--- src/rtl/ex_alu_unit.sv ---
// Execute-stage ALU: 1-cycle logic/arith ops, iterative shift-add multiply (WIDTH+1 cycles) stalling via in_ready.
// Holds its result while out_ready is low. Define ALU_OVERFLOW_EN to register signed add/sub overflow.
module ex_alu_unit #(
   parameter int WIDTH     = 32,
   parameter int MUL_CNT_W = 6
) (
   input  logic             clk,
   input  logic             rst_n,
   input  logic             in_valid,
   output logic             in_ready,
   input  logic [2:0]       select,
   input  logic [WIDTH-1:0] src_a,
   input  logic [WIDTH-1:0] src_b,
   output logic             out_valid,
   input  logic             out_ready,
   output logic [WIDTH-1:0] result,
   output logic             zero,
   output logic             overflow,
   output logic             busy
);

   typedef enum logic [1:0] {S_IDLE, S_MUL, S_DONE} state_t;

   localparam logic [2:0] SEL_AND = 3'b000;
   localparam logic [2:0] SEL_OR  = 3'b001;
   localparam logic [2:0] SEL_ADD = 3'b010;
   localparam logic [2:0] SEL_MUL = 3'b011;
   localparam logic [2:0] SEL_SUB = 3'b110;
   localparam logic [2:0] SEL_SLT = 3'b111;
   localparam logic [MUL_CNT_W-1:0] LP_LAST = MUL_CNT_W'(WIDTH-1);

   state_t               r_state;
   state_t               w_next;
   logic [WIDTH-1:0]     r_mcand;
   logic [WIDTH-1:0]     r_mplier;
   logic [WIDTH-1:0]     r_prod;
   logic [MUL_CNT_W-1:0] r_cnt;
   logic [WIDTH-1:0]     r_result;
   logic                 r_zero;
   logic                 r_out_vld;

   logic                 w_out_free;
   logic                 w_accept;
   logic                 w_mul_start;
   logic                 w_mul_last;
   logic                 w_load_sc;
   logic                 w_load_mul;
   logic [WIDTH-1:0]     w_sum;
   logic [WIDTH-1:0]     w_diff;
   logic [WIDTH-1:0]     w_sc_res;

   assign w_out_free  = !r_out_vld || out_ready;
   assign in_ready    = (r_state == S_IDLE) && w_out_free;
   assign w_accept    = in_valid && in_ready;
   assign w_mul_start = w_accept && (select == SEL_MUL);
   assign w_mul_last  = (r_cnt == LP_LAST);
   assign w_load_sc   = w_accept && (select != SEL_MUL);
   assign w_load_mul  = (r_state == S_DONE) && w_out_free;

   assign w_sum  = src_a + src_b;
   assign w_diff = src_a - src_b;

   always_comb begin
      w_sc_res = '0;
      case (select)
         SEL_ADD: w_sc_res = w_sum;
         SEL_SUB: w_sc_res = w_diff;
         SEL_AND: w_sc_res = src_a & src_b;
         SEL_OR:  w_sc_res = src_a | src_b;
         SEL_SLT: w_sc_res = {{(WIDTH-1){1'b0}}, ($signed(src_a) < $signed(src_b))};
         default: w_sc_res = '0;
      endcase
   end

   always_ff @(posedge clk or negedge rst_n) begin
      if (!rst_n) begin
         r_state <= S_IDLE;
      end else begin
         r_state <= w_next;
      end
   end

   always_comb begin
      w_next = r_state;
      case (r_state)
         S_IDLE:  if (w_mul_start) w_next = S_MUL;
         S_MUL:   if (w_mul_last)  w_next = S_DONE;
         S_DONE:  if (w_out_free)  w_next = S_IDLE;
         default: w_next = S_IDLE;
      endcase
   end

   // One multiplier bit per cycle; the product is final when the FSM reaches DONE.
   always_ff @(posedge clk or negedge rst_n) begin
      if (!rst_n) begin
         r_mcand  <= '0;
         r_mplier <= '0;
         r_prod   <= '0;
         r_cnt    <= '0;
      end else if (w_mul_start) begin
         r_mcand  <= src_a;
         r_mplier <= src_b;
         r_prod   <= '0;
         r_cnt    <= '0;
      end else if (r_state == S_MUL) begin
         if (r_mplier[0]) begin
            r_prod <= r_prod + r_mcand;
         end
         r_mcand  <= r_mcand << 1;
         r_mplier <= r_mplier >> 1;
         r_cnt    <= r_cnt + 1'b1;
      end
   end

   // A load in the same cycle as a drain keeps out_valid high with the new data.
   always_ff @(posedge clk or negedge rst_n) begin
      if (!rst_n) begin
         r_result  <= '0;
         r_zero    <= 1'b0;
         r_out_vld <= 1'b0;
      end else if (w_load_sc) begin
         r_result  <= w_sc_res;
         r_zero    <= (w_sc_res == '0);
         r_out_vld <= 1'b1;
      end else if (w_load_mul) begin
         r_result  <= r_prod;
         r_zero    <= (r_prod == '0);
         r_out_vld <= 1'b1;
      end else if (out_ready) begin
         r_out_vld <= 1'b0;
      end
   end

`ifdef ALU_OVERFLOW_EN
   logic w_ovf;
   logic r_ovf;

   always_comb begin
      w_ovf = 1'b0;
      case (select)
         SEL_ADD: w_ovf = (src_a[WIDTH-1] == src_b[WIDTH-1]) && (w_sum[WIDTH-1] != src_a[WIDTH-1]);
         SEL_SUB: w_ovf = (src_a[WIDTH-1] != src_b[WIDTH-1]) && (w_diff[WIDTH-1] != src_a[WIDTH-1]);
         default: w_ovf = 1'b0;
      endcase
   end

   always_ff @(posedge clk or negedge rst_n) begin
      if (!rst_n) begin
         r_ovf <= 1'b0;
      end else if (w_load_sc) begin
         r_ovf <= w_ovf;
      end else if (w_load_mul) begin
         r_ovf <= 1'b0;
      end
   end

   assign overflow = r_ovf;
`else
   assign overflow = 1'b0;
`endif

   assign result    = r_result;
   assign zero      = r_zero;
   assign out_valid = r_out_vld;
   assign busy      = (r_state != S_IDLE);

endmodule
--- config.mk ---
export PLATFORM = sky130hd
export DESIGN_NAME = ex_alu_unit
export DESIGN_NICKNAME = d
export VERILOG_FILES = /design/src/rtl/ex_alu_unit.sv
export SDC_FILE = /design/constraint.sdc
export NUM_CORES = 1
export LEC_CHECK = 0
export CORE_ASPECT_RATIO = 0.9
export CORE_MARGIN = 3
export CORE_UTILIZATION = 54
export CTS_CLUSTER_SIZE = 8
export DETAILED_ROUTE_END_ITERATION = 12
export GPL_TIMING_DRIVEN = 1
export HOLD_SLACK_MARGIN = 0.05
export PLACE_DENSITY = 0.88
export REMOVE_ABC_BUFFERS = 1
export SYNTH_ARGS = -nofsm -noshare
export SYNTH_HDL_FRONTEND = slang
export SYNTH_SLANG_ARGS = --single-unit
--- constraint.sdc ---
create_clock -name clk -period 3 [get_ports clk]
set_clock_uncertainty 0.05 [all_clocks]
set_input_delay 0.6 -clock clk [delete_from_list [all_inputs] [get_ports clk]]
set_output_delay 0.6 -clock clk [all_outputs]
set_load 0.01 [all_outputs]
==> qor.txt, run 1 <==
IO Port Bufs = 106
grt ovf = 1
clk root buf = clkbuf_16
synthesized area = 12700 um2
global-route wire length before repair = 134000 um
fraction of the yosys area taken by sequential cells = 0.272
GPL Wtd Cong = 1.12
outcome = aborted with a tool error
gate count of the mapped netlist = 1638
CTS sink cnt = 138
error message = [ERROR GRT-0116] Global routing finished with congestion. Check the congestion regions in the DRC Viewer.
Netlist cell types = 87
die width = 168 um
EDFF count, synth = 0
Stopped at = global routing (5_1_grt)
dpl hpwl = 36600 um
Post-Syn Area per Cell = 7.74 um2
Initial Utilization = 0.557
total CTS buffers = 17
Max Buffers Root-to-Sink = 2
Rows = 52
Synth warnings = 0
Top-Level Pins = 108
die span in y = 151 um
Max H-tree Level = 4
vias in the first global route = 21300
aggregate global-route resource usage = 0.705
Post-synth ARST share = 1.00
#FFs+latches synth = 138
largest net degree at the start of global routing = 67
Synth Flop Type = dfrtp_1
## layer usage
metal | overflow | global-route usage
met3 | 0 | 0.621
met5 | 0 | 0.354
met4 | 1 | 0.625
met2 | 0 | 0.854
met1 | 0 | 0.698
## cells in the mapped netlist (all sizes together) (5+ instances only)
library cell | count | share of area
nand2 | 238 | 0.070
nor2 | 144 | 0.043
ha | 143 | 0.14
dfrtp | 138 | 0.27
a21oi | 111 | 0.044
inv | 110 | 0.033
o21ai | 95 | 0.039
clkbuf | 79 | 0.023
nand3 | 60 | 0.024
a31oi | 57 | 0.029
a22oi | 36 | 0.021
xnor2 | 34 | 0.023
a21o | 31 | 0.018
nor3 | 25 | 0.0099
a211oi | 24 | 0.014
nand2b | 21 | 0.010
buf | 20 | 0.0090
nor4 | 20 | 0.0099
xor2 | 20 | 0.014
and3 | 19 | 0.0094
nand4 | 19 | 0.0094
o21bai | 16 | 0.0095
mux2i | 12 | 0.0095
nor2b | 12 | 0.0059
o31ai | 12 | 0.0071
o211ai | 11 | 0.0065
o22ai | 10 | 0.0054
or3 | 9 | 0.0044
a221oi | 8 | 0.0070
or2 | 8 | 0.0039
and2 | 6 | 0.0030
o221ai | 6 | 0.0046
or4 | 5 | 0.0033
## what timing repair did
action / 4_1_cts
endpoints found under the setup margin: 37
gates cloned: 0
hold buffers: 1
gates resized for setup: 405
endpoints found under the hold margin: 42
buffers inserted: 79
pin swaps: 122
## kinds of logic after synthesis
logic type               synth area share
AO/OA/AOI/OAI                       0.254
XOR/XNOR                           0.0373
adder cells (fa/ha/maj)             0.146
buffers and inverters              0.0649
flip-flops                          0.272
multiplexers                       0.0104
other                            0.000296
AND/OR/NAND/NOR                     0.215
## per-stage QoR
stage,instance area (um2),cells,setup WS (ps)
2_1_floorplan,12300,1539,-2060
3_3_place_gp,16600,2319,-1410
3_5_place_dp,16600,2319,-1470
4_1_cts,19000,2428,-382
==> run 2, diff against run 1 <==
==> config.mk (replaced) <==
export PLATFORM = sky130hd
export DESIGN_NAME = ex_alu_unit
export DESIGN_NICKNAME = d
export VERILOG_FILES = /design/src/rtl/ex_alu_unit.sv
export SDC_FILE = /design/constraint.sdc
export NUM_CORES = 1
export LEC_CHECK = 0
export CORE_MARGIN = 3
export CORE_UTILIZATION = 40
export DETAILED_ROUTE_END_ITERATION = 12
export GPL_TIMING_DRIVEN = 1
export PLACE_DENSITY_LB_ADDON = 0.15
export REMOVE_ABC_BUFFERS = 1
export SYNTH_ARGS = -nofsm -noshare
export SYNTH_HDL_FRONTEND = slang
export SYNTH_SLANG_ARGS = --single-unit
==> constraint.sdc (replaced) <==
create_clock -name clk -period 3.9 [get_ports clk]
set_clock_uncertainty 0.05 [all_clocks]
set_input_delay 0.78 -clock clk [delete_from_list [all_inputs] [get_ports clk]]
set_output_delay 0.78 -clock clk [all_outputs]
set_load 0.01 [all_outputs]
==> qor.txt, run 2 <==
DR vias = 13800
WP buf/inv = 5
Multi-input gate area = 9140 um2
drt via density = 5.65
outcome = finished clean (was aborted with a tool error)
max cap viols = 0
top-count cell post-synth = nand2_1 (unchanged)
Netlist cell types = 87 (unchanged)
clock transition at the registers of the reported paths = 70 ps
total CTS buffers = 17 (unchanged)
crit-path max FO = 3
Core Region = 30900 um2
final instance area = 17900 um2
top-area cell type share of the netlist area = 0.272 (unchanged)
EDFF count, synth = 0 (unchanged)
Initial DRT Pass Iterations = 6
global-route wire length before repair = 77100 um
required time of the critical path = 4230 ps
Max Buffers Root-to-Sink = 2 (unchanged)
die span in y = 184 um (was 151 um)
Iter 0 DRT Violations = 1150
dpl hpwl = 38900 um (was 36600 um)
TritonCTS clock tree = built
Die Area = 33900 um2
DRC = 0
worst stage delay on the critical path = 280 ps
Rows = 64 (was 52)
slowest cell on the critical path = nor4_2
most frequent cells in the layout = buf_4 (348), nand2_1 (238), nor2_1 (138), dfrtp_1 (138), ha_1 (123)
die width = 184 um (was 168 um)
#FFs+latches synth = 138 (unchanged)
Synth top cells by count = nand2_1 (238), ha_1 (143), nor2_1 (143), dfrtp_1 (138), a21oi_1 (109) (unchanged)
critical path class = input port to flop
f_max = 0.259 GHz
minimum clock period = 3860 ps
most common cell after layout, fill and taps aside = buf_4
IO Port Bufs = 106 (unchanged)
initial antenna violation count = 0
WL final = 50100 um
CP cell instances = dlygate4sd2_1 > buf_4 > buf_4 > ha_1 > a211oi_2 > buf_4 > nor4b_4 > buf_4 > nor3_4 > o21bai_2 > a31oi_2 > mux2i_1 > nand2_1 > nor4_2 > nand4b_1 > nor4_2 > and4_1 > a41o_1
fraction of layout cells with a size suffix above 1 = 0.271
Final ANT Viol Nets = 0
Arr. time, crit path = 4190 ps
gate count of the mapped netlist = 1638 (unchanged)
max-slew violations = 0
Worst setup EP type = flop
worst skew pair latency = 440 ps
cell taking the most area after synthesis = dfrtp_1 (unchanged)
grt ovf = 0
critical path's most frequent cell = buf_4
synthesized area = 12700 um2 (unchanged)
worst-margin pin slew = 1060 ps
Area growth syn-to-layout = 41.3%
cell area after placement = 16400 um2 (was 16600 um2)
CP top delay family = simple AND/OR/NAND/NOR gates
Top-Level Pins = 108 (unchanged)
PD cells = 483 nW/um2
fraction of the yosys area taken by sequential cells = 0.272 (unchanged)
Post-Syn Area per Cell = 7.74 um2 (unchanged)
storage element area = 3450 um2
Initial Utilization = 0.410 (was 0.557)
Final #Nets = 2241
clk root buf = clkbuf_16 (unchanged)
aggregate global-route resource usage = 0.293
Post-synth ARST share = 1.00 (unchanged)
critical path launch point type = input port
cell count after placement = 2381 (was 2319)
Synth warnings = 0 (unchanged)
Synth Flop Type = dfrtp_1 (unchanged)
# setup viols final = 0
Hold/Removal Path Class = input port to asynchronous set/reset pin
Layout Cells excl Fill = 2432
vias in the first global route = 13500
CTS sink cnt = 138 (unchanged)
Leak Pwr = 8.72 nW
Max H-tree Level = 4 (unchanged)
Final Cycle Share = 0.989
hold buffers post-CTS = 0 (was 1)
WL/cell = 20.6 um
GPL Wtd Cong = 0.965 (was 1.12)
Slew headroom = 0.292
synth top area cells = dfrtp_1 (27%), ha_1 (14%), nand2_1 (7.0%) (unchanged)
number of diodes = 0
worst ir drop on vdd = 328 uV
Hold Violations, Final = 0
fillers = 2887
largest net degree at the start of global routing = 75
==> run 2: cell counts after synthesis <==
Identical to the previous run, type by type.
==> run 2: worst paths after layout <==
path | slack, ps | depth (start not counted) | start | endpoint
worst min-delay path | 330 | 1 | rst_n | r_mcand[26]
max in group asynchronous | 2560 | 2 | rst_n | r_mplier[6]
worst min register to register | 450 | 2 | r_mcand[31] | r_mcand[31]
min in group clk | 450 | 2 | r_mcand[31] | r_mcand[31]
worst max-delay path | 40 | 18 | src_a[1] | zero
worst max register to register | 320 | 13 | r_prod[1] | r_prod[31]
==> run 2: area by class of cell <==
type / instances / area share
inverter: 110 / 0.0233
tap: 396 / 0.0277
clock buffer: 17 / 0.0237
clock inverter: 14 / 0.00691
sequential: 138 / 0.193
multi-input combinational: 1291 / 0.510
timing repair buffer: 466 / 0.216
==> run 2: per-stage QoR <==
stage                     hold slack, ps  TNS [ps]  utilization  power, mW  setup slack, ps
after floorplan                      417    -58570            -       4.91            -1160
after global placement               433     -5950        0.532       6.78             -839
after detailed placement             437     -6900        0.532       6.84             -885
after CTS                            351         0        0.563       8.54             2.47
after global routing                 371     -84.0        0.580       9.25            -81.2
final                                335         0        0.580       8.65             43.8
==> run 2: logic make-up (layout without fill, tap and decap cells) <==
family | count (synthesis) | in the layout | synth area share
multiplexers | 13 | 13 | 0.0104
other | 1 | 1 | 0.000296
AND/OR/NAND/NOR | 598 | 598 | 0.215
adder cells (fa/ha/maj) | 146 | 146 | 0.146
flip-flops | 138 | 138 | 0.272
XOR/XNOR | 54 | 54 | 0.0373
buffers and inverters | 209 | 607 | 0.0649
AO/OA/AOI/OAI | 479 | 479 | 0.254
==> run 2: worst reg2reg max path: cells and delay by family, from the launching register on <==
family          cells  cell delay [ps]
simple gates        2              330
flops               1              500
fa+ha+maj           1              350
compound gates      9             2040
xor+xnor            1              150
==> run 2: repair_timing <==
item                       CTS  global route
setup buffers                5            16
setup endpoints to repair    5             6
hold endpoints to repair     0             0
resized for setup           86           115
pin swaps                   23            59
gates cloned                 0             0
==> run 2: where the power goes <==
part	switching (mW)	internal (mW)
clock	0.717	0.877
combinational	2.42	2.05
sequential	0.556	2.03
==> run 2: layer usage <==
metal / vias to the layer above / global-route usage / routed length (um)
met5: - / 0 / 0
met4: 0 / 0.0647 / 963
met3: 62 / 0.0451 / 3200
met2: 475 / 0.452 / 22100
met1: 6619 / 0.434 / 23800
li1: 6596 / - / -
Power figures use the tool's default switching activity.
